==> src/rtl/branch_target_buffer_pkg.sv <==
// branch_target_buffer_pkg
//   Shared types and constants for the branch target buffer slice.
//   WORD_SIZE       : instruction/address width of the CPU
//   BTB_INDEX_BITS  : default log2 of the table depth
//   btb_state_e     : table lifecycle (INIT clears entries, READY predicts)
//   CTR_*           : 2-bit direction counter encodings used on allocation
package branch_target_buffer_pkg;

  localparam int WORD_SIZE      = 16;
  localparam int BTB_INDEX_BITS = 4;

  typedef enum logic {
    INIT  = 1'b0,
    READY = 1'b1
  } btb_state_e;

  localparam logic [1:0] CTR_WEAK_TAKEN   = 2'd2;
  localparam logic [1:0] CTR_STRONG_TAKEN = 2'd3;

endpackage

==> src/rtl/branch_target_buffer_if.sv <==
// branch_target_buffer_if
//   Bundles the fetch-side lookup and the EX-side training port.
//   master : CPU pipeline (drives fetch_pc and upd_*, receives predictions)
//   slave  : branch_target_buffer
//
//   Handshake: upd_valid is a single-cycle strobe with no ready. Every
//   report presented while the table is READY is consumed at that posedge;
//   reports presented while busy=1 are dropped. upd_mispredict is only
//   meaningful together with upd_valid.
interface branch_target_buffer_if;
  import branch_target_buffer_pkg::*;

  logic [WORD_SIZE-1:0] fetch_pc;
  logic [WORD_SIZE-1:0] pred_next_pc;
  logic                 pred_taken;
  logic                 upd_valid;
  logic [WORD_SIZE-1:0] upd_pc;
  logic                 upd_is_jump;
  logic                 upd_taken;
  logic [WORD_SIZE-1:0] upd_target;
  logic                 upd_mispredict;
  logic                 busy;
  logic [WORD_SIZE-1:0] mispredict_count;

  modport master (
    output fetch_pc, upd_valid, upd_pc, upd_is_jump, upd_taken,
           upd_target, upd_mispredict,
    input  pred_next_pc, pred_taken, busy, mispredict_count
  );

  modport slave (
    input  fetch_pc, upd_valid, upd_pc, upd_is_jump, upd_taken,
           upd_target, upd_mispredict,
    output pred_next_pc, pred_taken, busy, mispredict_count
  );

endinterface

==> src/rtl/branch_target_buffer_sat_counter2.sv <==
// sat_counter2
//   Next value of a 2-bit saturating direction counter.
//   ctr_q : current count
//   taken : resolved direction (1 counts up, 0 counts down)
//   ctr_d : next count, held at 0 and 3
module sat_counter2 (
  input  logic [1:0] ctr_q,
  input  logic       taken,
  output logic [1:0] ctr_d
);

  always_comb begin
    ctr_d = ctr_q;
    if (taken && (ctr_q != 2'd3)) begin
      ctr_d = ctr_q + 2'd1;
    end else if (!taken && (ctr_q != 2'd0)) begin
      ctr_d = ctr_q - 2'd1;
    end
  end

endmodule

==> src/rtl/branch_target_buffer.sv <==
// branch_target_buffer
//   Direct-mapped BTB with optional 2-bit direction counters for the IF
//   stage. Lookup is combinational on fetch_pc; EX-stage training writes
//   at the posedge it is presented. After reset the table is cleared one
//   entry per cycle (busy=1) before predictions are enabled.
//   Ports:
//     Clk       : clock, all state on posedge
//     Reset_N   : synchronous active-low reset, restarts table clearing
//     bus       : branch_target_buffer_if.slave (lookup + training + status)
//     state_dbg : current lifecycle state
//   Build option: define BTB_SATURATING_EN for 2-bit direction counters;
//   without it every hit predicts taken and entries only hold targets.
module branch_target_buffer
  import branch_target_buffer_pkg::*;
#(
  parameter int INDEX_BITS = BTB_INDEX_BITS
) (
  input  logic                   Clk,
  input  logic                   Reset_N,
  branch_target_buffer_if.slave  bus,
  output btb_state_e             state_dbg
);

  localparam int ENTRIES  = 1 << INDEX_BITS;
  localparam int TAG_BITS = WORD_SIZE - INDEX_BITS;
  localparam logic [INDEX_BITS-1:0] PTR_LAST = '1;

  btb_state_e                state_q, state_d;
  logic [INDEX_BITS-1:0]     init_ptr_q;
  logic [WORD_SIZE-1:0]      mis_cnt_q;
  logic                      ready;

  logic                      valid_q  [ENTRIES];
  logic [TAG_BITS-1:0]       tag_q    [ENTRIES];
  logic [WORD_SIZE-1:0]      target_q [ENTRIES];
`ifdef BTB_SATURATING_EN
  logic [1:0]                ctr_q    [ENTRIES];
  logic [1:0]                ctr_sat;
  logic [1:0]                ctr_new;
  logic                      ctr_we;
`endif

  // Lifecycle FSM
  always_ff @(posedge Clk) begin
    if (!Reset_N) begin
      state_q    <= INIT;
      init_ptr_q <= '0;
      mis_cnt_q  <= '0;
    end else begin
      state_q <= state_d;
      if (state_q == INIT) begin
        init_ptr_q <= init_ptr_q + INDEX_BITS'(1);
      end
      if (ready && bus.upd_valid && bus.upd_mispredict) begin
        mis_cnt_q <= mis_cnt_q + WORD_SIZE'(1);
      end
    end
  end

  always_comb begin
    state_d  = state_q;
    bus.busy = 1'b1;
    case (state_q)
      INIT:    if (init_ptr_q == PTR_LAST) state_d = READY;
      READY:   bus.busy = 1'b0;
      default: state_d = INIT;
    endcase
  end

  assign ready                = (state_q == READY);
  assign state_dbg            = state_q;
  assign bus.mispredict_count = mis_cnt_q;

  // Lookup
  logic [INDEX_BITS-1:0] f_idx;
  logic [TAG_BITS-1:0]   f_tag;
  logic                  f_hit;
  logic                  f_taken;

  assign f_idx = bus.fetch_pc[INDEX_BITS-1:0];
  assign f_tag = bus.fetch_pc[WORD_SIZE-1:INDEX_BITS];
  assign f_hit = valid_q[f_idx] && (tag_q[f_idx] == f_tag);
`ifdef BTB_SATURATING_EN
  assign f_taken = f_hit && ctr_q[f_idx][1];
`else
  assign f_taken = f_hit;
`endif

  assign bus.pred_taken   = ready && f_taken;
  assign bus.pred_next_pc = bus.pred_taken ? target_q[f_idx]
                                           : bus.fetch_pc + WORD_SIZE'(1);

  // Training
  logic [INDEX_BITS-1:0] u_idx;
  logic [TAG_BITS-1:0]   u_tag;
  logic                  u_hit;
  logic                  u_taken;
  logic                  upd_fire;

  assign u_idx    = bus.upd_pc[INDEX_BITS-1:0];
  assign u_tag    = bus.upd_pc[WORD_SIZE-1:INDEX_BITS];
  assign u_hit    = valid_q[u_idx] && (tag_q[u_idx] == u_tag);
  assign u_taken  = bus.upd_is_jump || bus.upd_taken;
  assign upd_fire = ready && bus.upd_valid;

`ifdef BTB_SATURATING_EN
  sat_counter2 u_sat (
    .ctr_q (ctr_q[u_idx]),
    .taken (u_taken),
    .ctr_d (ctr_sat)
  );

  // Hits train the counter (jumps pin it strong); taken misses allocate
  // with a jump-dependent starting strength; not-taken misses are dropped.
  assign ctr_we  = upd_fire && (u_hit || u_taken);
  assign ctr_new = bus.upd_is_jump ? CTR_STRONG_TAKEN
                 : (u_hit ? ctr_sat : CTR_WEAK_TAKEN);
`endif

  // A taken outcome writes valid/tag/target whether it hits or allocates;
  // on a hit the tag rewrite is the same value, so one path covers both.
  always_ff @(posedge Clk) begin
    if (Reset_N) begin
      if (!ready) begin
        valid_q[init_ptr_q] <= 1'b0;
      end else if (upd_fire && u_taken) begin
        valid_q[u_idx]  <= 1'b1;
        tag_q[u_idx]    <= u_tag;
        target_q[u_idx] <= bus.upd_target;
      end
    end
  end

`ifdef BTB_SATURATING_EN
  always_ff @(posedge Clk) begin
    if (Reset_N) begin
      if (!ready) begin
        ctr_q[init_ptr_q] <= 2'd0;
      end else if (ctr_we) begin
        ctr_q[u_idx] <= ctr_new;
      end
    end
  end
`endif

endmodule
==> src/flat_wrapper.sv <==
// flat-port wrapper written by rule: the top's interface ports become plain ports
module branch_target_buffer_flat import branch_target_buffer_pkg::*;
#(
  parameter int INDEX_BITS = BTB_INDEX_BITS
)
  (Clk, Reset_N, state_dbg, bus_fetch_pc, bus_upd_valid, bus_upd_pc, bus_upd_is_jump, bus_upd_taken, bus_upd_target, bus_upd_mispredict, bus_pred_next_pc, bus_pred_taken, bus_busy, bus_mispredict_count);
  branch_target_buffer_if bus_i ();
  input  logic Clk;
  input  logic Reset_N;
  output btb_state_e state_dbg;
  input wire logic [$bits(bus_i.fetch_pc)-1:0] bus_fetch_pc;
  input wire logic [$bits(bus_i.upd_valid)-1:0] bus_upd_valid;
  input wire logic [$bits(bus_i.upd_pc)-1:0] bus_upd_pc;
  input wire logic [$bits(bus_i.upd_is_jump)-1:0] bus_upd_is_jump;
  input wire logic [$bits(bus_i.upd_taken)-1:0] bus_upd_taken;
  input wire logic [$bits(bus_i.upd_target)-1:0] bus_upd_target;
  input wire logic [$bits(bus_i.upd_mispredict)-1:0] bus_upd_mispredict;
  output wire logic [$bits(bus_i.pred_next_pc)-1:0] bus_pred_next_pc;
  output wire logic [$bits(bus_i.pred_taken)-1:0] bus_pred_taken;
  output wire logic [$bits(bus_i.busy)-1:0] bus_busy;
  output wire logic [$bits(bus_i.mispredict_count)-1:0] bus_mispredict_count;
  assign bus_i.fetch_pc = bus_fetch_pc;
  assign bus_i.upd_valid = bus_upd_valid;
  assign bus_i.upd_pc = bus_upd_pc;
  assign bus_i.upd_is_jump = bus_upd_is_jump;
  assign bus_i.upd_taken = bus_upd_taken;
  assign bus_i.upd_target = bus_upd_target;
  assign bus_i.upd_mispredict = bus_upd_mispredict;
  assign bus_pred_next_pc = bus_i.pred_next_pc;
  assign bus_pred_taken = bus_i.pred_taken;
  assign bus_busy = bus_i.busy;
  assign bus_mispredict_count = bus_i.mispredict_count;
  branch_target_buffer #(.INDEX_BITS(INDEX_BITS)) u_core (.Clk(Clk), .Reset_N(Reset_N), .bus(bus_i), .state_dbg(state_dbg));
endmodule
==> config.mk <==
export PLATFORM = sky130hd
export DESIGN_NAME = branch_target_buffer_flat
export DESIGN_NICKNAME = d
export VERILOG_FILES = /design/src/rtl/branch_target_buffer_pkg.sv /design/src/rtl/branch_target_buffer_if.sv /design/src/rtl/branch_target_buffer_sat_counter2.sv /design/src/rtl/branch_target_buffer.sv /design/src/flat_wrapper.sv
export SDC_FILE = /design/constraint.sdc
export NUM_CORES = 1
export LEC_CHECK = 0
export ABC_AREA = 1
export CORE_MARGIN = 5
export CORE_UTILIZATION = 55
export CTS_CLUSTER_SIZE = 16
export DETAILED_ROUTE_END_ITERATION = 10
export GPL_TIMING_DRIVEN = 0
export PLACE_DENSITY = 0.76
export SYNTH_ARGS = -nofsm -noshare
export SYNTH_HDL_FRONTEND = slang
export SYNTH_SLANG_ARGS = --single-unit
==> constraint.sdc <==
create_clock -name Clk -period 3.3 [get_ports Clk]
set_input_delay 0.66 -clock Clk [delete_from_list [all_inputs] [get_ports Clk]]
set_output_delay 0.66 -clock Clk [all_outputs]
set_load 0.1 [all_outputs]
# After elaboration in Yosys (flattened, before gate mapping)
# Memory sizes are Yosys's and may differ from the RTL's.
# Index checks and enable logic that the tools add are counted.
# totals
ff_bits	21
ram_bits	464
inputBits	54
out_inout_bits	35
n_memories	3
# classes
n_addsub	3
eq_ne	2
muxes	13
reduce_logical	7
# mem_list
name	words	word_bits	rd	rd_clocked_by_memory_dff	wr	line_no	source
u_core.target_q	16	16	1	0	1	branch_target_buffer.sv:35	logic [WORD_SIZE-1:0] target_q [ENTRIES];
u_core.tag_q	16	12	1	0	1	branch_target_buffer.sv:34	logic [TAG_BITS-1:0] tag_q [ENTRIES];
u_core.valid_q	16	1	1	0	1	branch_target_buffer.sv:33	logic valid_q [ENTRIES];
# op_table
op	count
$add A16 B1 Y16 const B	2
$mux W16	1
$eq A12 B12 Y1	1
$mux W1	11
$logic_and A1 B1 Y1	5
$add A4 B1 Y4 const B	1
$eq A4 B4 Y1 const B	1
$mux W4	1
$logic_or A1 B1 Y1	1
$reduce_or A1 Y1	1

# Longest topological paths before layout
# depth
ltp_word	8
ltp_mapped	19
mapped_depth_nobuf	16

# Worst setup path after synthesis
# OpenSTA, ideal clock, no wires.
# synth_timing
kind	register to register
from	reg u_core.state_q (netlist: u_core.state_dbg)
to	mem u_core.tag_q[13][0] (netlist bit), enable pin
setup_ns	0.413
arrival_time_ns	3.218
required_ns	2.887
path_slack_ns	-0.331
stages_incl_launch_ff	8
n_path_buf	1
path_cell_list	dfxtp_1 -> buf_2 -> nand2_1 -> nor2_1 -> o21ai_1 -> inv_1 -> nand3_1 -> nor2_1
# synth_between
elab_chain_len	6
# synth_lines
element	line_no	source
start: declaration	branch_target_buffer.sv:28	btb_state_e state_q, state_d;
start signal: assignment	branch_target_buffer.sv:50	state_q <= state_d;
$logic_and A1 B1 Y1	branch_target_buffer.sv:104	assign upd_fire = ready && bus.upd_valid;
$logic_and A1 B1 Y1	branch_target_buffer.sv:126	end else if (upd_fire && u_taken) begin
$mux W1	branch_target_buffer.sv:126	
$mux W1 (*)	branch_target_buffer.sv:124	if (!ready) begin
$mux W1 (*)	branch_target_buffer.sv:123	if (Reset_N) begin
$mux W1 (not written as such) (*)	branch_target_buffer.sv:128	tag_q[u_idx] <= u_tag;
end: declaration	branch_target_buffer.sv:34	
# Every way passes the cells marked *; elsewhere a longest branch is shown, timed or not.

# Final worst setup path
# layout_timing
from	in bus_fetch_pc[0]
to	out bus_pred_next_pc[5]
# layout_between
elab_chain_len	5
elab_cells_between_ends	8
cone_classes	add/sub (1); eq/ne (1); mux (1); reduce/logical (2); memory (3)
# layout_lines
element	line_no	source
start: declaration	flat_wrapper.sv:11	input wire logic [$bits(bus_i.fetch_pc)-1:0] bus_fetch_pc;
$mem_v2 Z16 W12	--	
$eq A12 B12 Y1	branch_target_buffer.sv:82	assign f_hit = valid_q[f_idx] && (tag_q[f_idx] == f_tag);
$logic_and A1 B1 Y1	branch_target_buffer.sv:82	
$logic_and A1 B1 Y1	branch_target_buffer.sv:89	assign bus.pred_taken = ready && f_taken;
$mux W16 (*)	branch_target_buffer.sv:90	assign bus.pred_next_pc = bus.pred_taken ? target_q[f_idx]
end: declaration	flat_wrapper.sv:18	output wire logic [$bits(bus_i.pred_next_pc)-1:0] bus_pred_next_pc;
# Marked as above.

==> impl_metrics.tcl <==
set metrics [dict create \
    maxCapViolCount 0 \
    grt_pass1_vias 15800 \
    syn_area_per_cell_um2 10.9 \
    dr.pass1.iters 8 \
    end_kind "output port" \
    period_share_pct 106 \
    cp.arrival_ns 2.84 \
    drc_errors 0 \
    clock_latency_ns 0.61 \
    swShare_pct 23.7 \
    grt_antenna_before_repair 0 \
    hpwl_um 37600 \
    synth_top_area_cell "edfxtp_1" \
    crit_type "in -> out" \
    htreeDepth 2 \
    seq_area_frac_synth_pct 69.6 \
    start_kind "primary input" \
    fp.dieW_um 204 \
    nFillCells 2482 \
    yosysUniqueCellTypes 33 \
    synth.area.mux_share_pct 0 \
    clkTransAtPathRegs_ns 0.05 \
    synthCells 1897 \
    leakage_uw 0.00971 \
    ys_ff_latch 485 \
    p_comb_share_pct 9.1 \
    routed_via_density 6.09 \
    p_seq_share_pct 50.9 \
    grt_max_degree 26 \
    cts_tree "built" \
    num_vias 15800 \
    yosys.area_share.xor_xnor_pct 0.594 \
    coreArea_um2 37300 \
    rows 71 \
    grt_overflow 0 \
    place_congestion 0.937 \
    synth_top_family_by_area "simple AND/OR/NAND/NOR gates" \
    ir_drop_mv 0.399 \
    grt_usage_pct 29.1 \
    root_buffer "clkbuf_16" \
    critPathSlowestCell "nor2_4" \
    drtIter0Drc 2173 \
    start_util_pct 55.3 \
    fin_nets 2141 \
    period_minus_slack_ns 3.50 \
    synth-simple-area-share_pct 17.0 \
    max-slew-margin-rel_pct 33.5 \
    synth_top_cell_area_share_pct 67.5 \
    setup_ws_ns -0.204 \
    tightest_slew_ns 0.995 \
    hold_violations 0 \
    ioPinCount 89 \
    grt_pass1_wl_um 91500 \
    fmax_ghz 0.285 \
    drv_slew 0 \
    p_switching_uw 3140 \
    portBuffers 88 \
    total_power_uw 13200 \
    synth_compound_area_share_pct 6.84 \
    cts.sinks 485 \
    synthToLayoutAreaGrowth_pct 24.5 \
    fin_skew_ns 0.0310 \
    die_h_um 204 \
    wl_per_cell_um 23.6 \
    dieArea_um2 41500 \
    diodes 0 \
    crit_path_cell_trace "buf_8 > buf_12 > buf_12 > buf_12 > nor2_2 > nor2_1 > o21ai_1 > nand2_1 > nand2_2 > nand2_2 > inv_2 > nand2_1 > nand2_1 > nand2_2 > nand3_2 > nor2_4 > nand2_4 > buf_12 > nand2_2 > nand2_2 > buf_12" \
    netlist_area_um2 20600 \
    syn-num-nets 1954 \
    setup_viol 17 \
    required_ns 2.64 \
    min_path_type "reg -> reg" \
    slowest_delay_ns 0.19 \
    antenna_left 0 \
    synthAdderAreaFrac_pct 0.182 \
    wl_um 61300 \
    tns_ns -3.14 \
    ys_warn_count 0 \
    power_frac_clock_pct 40.0 \
    yosys-top-cells-area "edfxtp_1 68%, nand2_1 8.2%, nand3_1 4.2%, nor2_1 4.0%, o21ai_0 3.6%" \
    numCtsBuffers 48 \
    layout-drive-gt1-share_pct 17.1 \
    violations "negative setup slack" \
    crit_fanout 6 \
    clock_path_buffers 3 \
    rsz0062_at_grt "yes" \
    outcome "finished with violations" \
    power-per-cell-area_nw_per_um2 516 \
    p_int_uw 10100 \
]
-- worst paths after layout --
| path | start | endpoint | slack [ns] | cells past startpoint |
|---|---|---|---|---|
| worst max-delay path | bus_fetch_pc[0] | bus_pred_next_pc[5] | -0.20 | 21 |
| worst min-delay path | u_core.bus.mispredict_count[15]$_SDFFE_PN0P_ | u_core.bus.mispredict_count[15]$_SDFFE_PN0P_ | 0.47 | 2 |
| worst max register to register | u_core.state_dbg$_SDFF_PN0_ | u_core.tag_q[5][8]$_DFFE_PP_ | 0.64 | 8 |
| worst min register to register | u_core.bus.mispredict_count[15]$_SDFFE_PN0P_ | u_core.bus.mispredict_count[15]$_SDFFE_PN0P_ | 0.47 | 2 |
-- registers in the layout, indices dropped and copies added (netlist names) --
signal	cells
u_core.bus.mispredict_count	16
u_core.target_q	256
u_core.init_ptr_q	4
u_core.valid_q	16
u_core.tag_q	192
u_core.state_dbg	1
-- worst max-delay path: cells and delay by family --
kind	cells	cell delay, ns
AOI/OAI and AO/OA	1	0.12
buffers and inverters	7	0.89
and+or+nand+nor	13	1.15
-- stage by stage --
stage | instance area (um^2) | hold WS (ns) | util (%) | std cells | worst slack [ns]
final | 25700 | 0.473 | 68.8 | 2596 | -0.204
after floorplan | 20700 | 0.456 | - | 1897 | -0.331
after CTS | 25500 | 0.475 | 68.3 | 2592 | -0.128
after global routing | 25700 | 0.504 | 68.8 | 2596 | -0.352
after global placement | 22200 | 0.449 | 59.4 | 2459 | -2.11
after detailed placement | 22700 | 0.471 | 60.8 | 2475 | -2.21
-- cells in the mapped netlist --
library cell,count
inv_1,185
dfxtp_1,21
o22ai_1,38
o221ai_1,26
a21oi_1,20
inv_4,1
ha_1,3
o211ai_1,6
buf_1,4
o221a_2,1
a31oi_1,1
nand3_1,173
nor3_2,2
nand4_1,3
nand2_2,1
xor2_1,14
nor3_1,10
nor4_1,1
buf_2,28
edfxtp_1,464
nor2_1,219
o21ai_1,8
inv_2,1
clkbuf_1,49
nor2_2,2
clkinv_1,1
buf_4,6
buf_6,9
nand2_1,450
nor3b_1,1
o21a_1,1
nand3_2,1
o21ai_0,147
-- power by group through the flow --
| stage | clock network, uW | logic (uW) | registers, uW |
|---|---|---|---|
| floorplan | 0 | 548 | 6870 |
| global placement | 0 | 944 | 6870 |
| detailed placement | 0 | 972 | 6870 |
| CTS | 5270 | 1150 | 6740 |
| global route | 5560 | 1280 | 6740 |
| finish | 5290 | 1210 | 6740 |
-- area by class of cell --
cell class,count,area (um^2),area share (%)
plain buffers,96,860,3.35
clock buffers,62,1270,4.96
inverters,188,731,2.85
flip-flops and latches,485,14400,55.9
multi-input cells,1128,5680,22.1
repair inverters,1,6.26,0.0244
clock inverters,26,210,0.819
well taps,474,593,2.31
repair buffers,136,1970,7.66
-- what timing repair did --
item / 4_1_cts / 5_1_grt
pin swaps: 47 / 18
setup endpoints to repair: 86 / 101
gates cloned: 10 / 0
hold buffers: 0 / 0
setup buffers: 19 / 4
gates resized for setup: 419 / 31
-- per-layer routing --
| layer | vias up | wire, um | global-route usage [%] |
|---|---|---|---|
| li1 | 6880 | - | - |
| met3 | 189 | 8550 | 7.30 |
| met2 | 1270 | 27900 | 45.1 |
| met5 | - | 0 | 0 |
| met4 | 0 | 2200 | 10.2 |
| met1 | 7477 | 22600 | 40.8 |
-- cell families (layout without fill, tap and decap cells) --
family | count (synthesis) | count (layout)
simple gates | 863 | 863
flops | 485 | 485
buf+inv | 284 | 509
fa+ha+maj | 3 | 3
xor+xnor | 14 | 14
compound gates | 248 | 248
-- cells in the final DEF, fill, tap and decap left out, types with 4 or more instances in the layout --
cell,instances
edfxtp_1,464
nand2_1,403
nor2_1,195
inv_1,177
o21ai_0,145
nand3_1,135
clkdlybuf4s50_1,66
clkbuf_16,49
nand2_2,38
o22ai_1,37
nand3_2,37
buf_12,36
clkbuf_2,26
buf_4,25
buf_6,24
nor2_4,22
dfxtp_1,21
o221ai_1,20
a21oi_1,20
buf_16,18
clkbuf_1,17
xor2_1,14
clkbuf_4,13
nand2_4,10
nor3_1,10
clkinv_2,10
clkinv_1,9
o21ai_1,9
clkbuf_8,7
o211ai_1,6
o221ai_2,6
inv_2,6
buf_8,5
buf_2,5
nor2_2,4
Note: power is estimated with default switching activity, not from simulation.
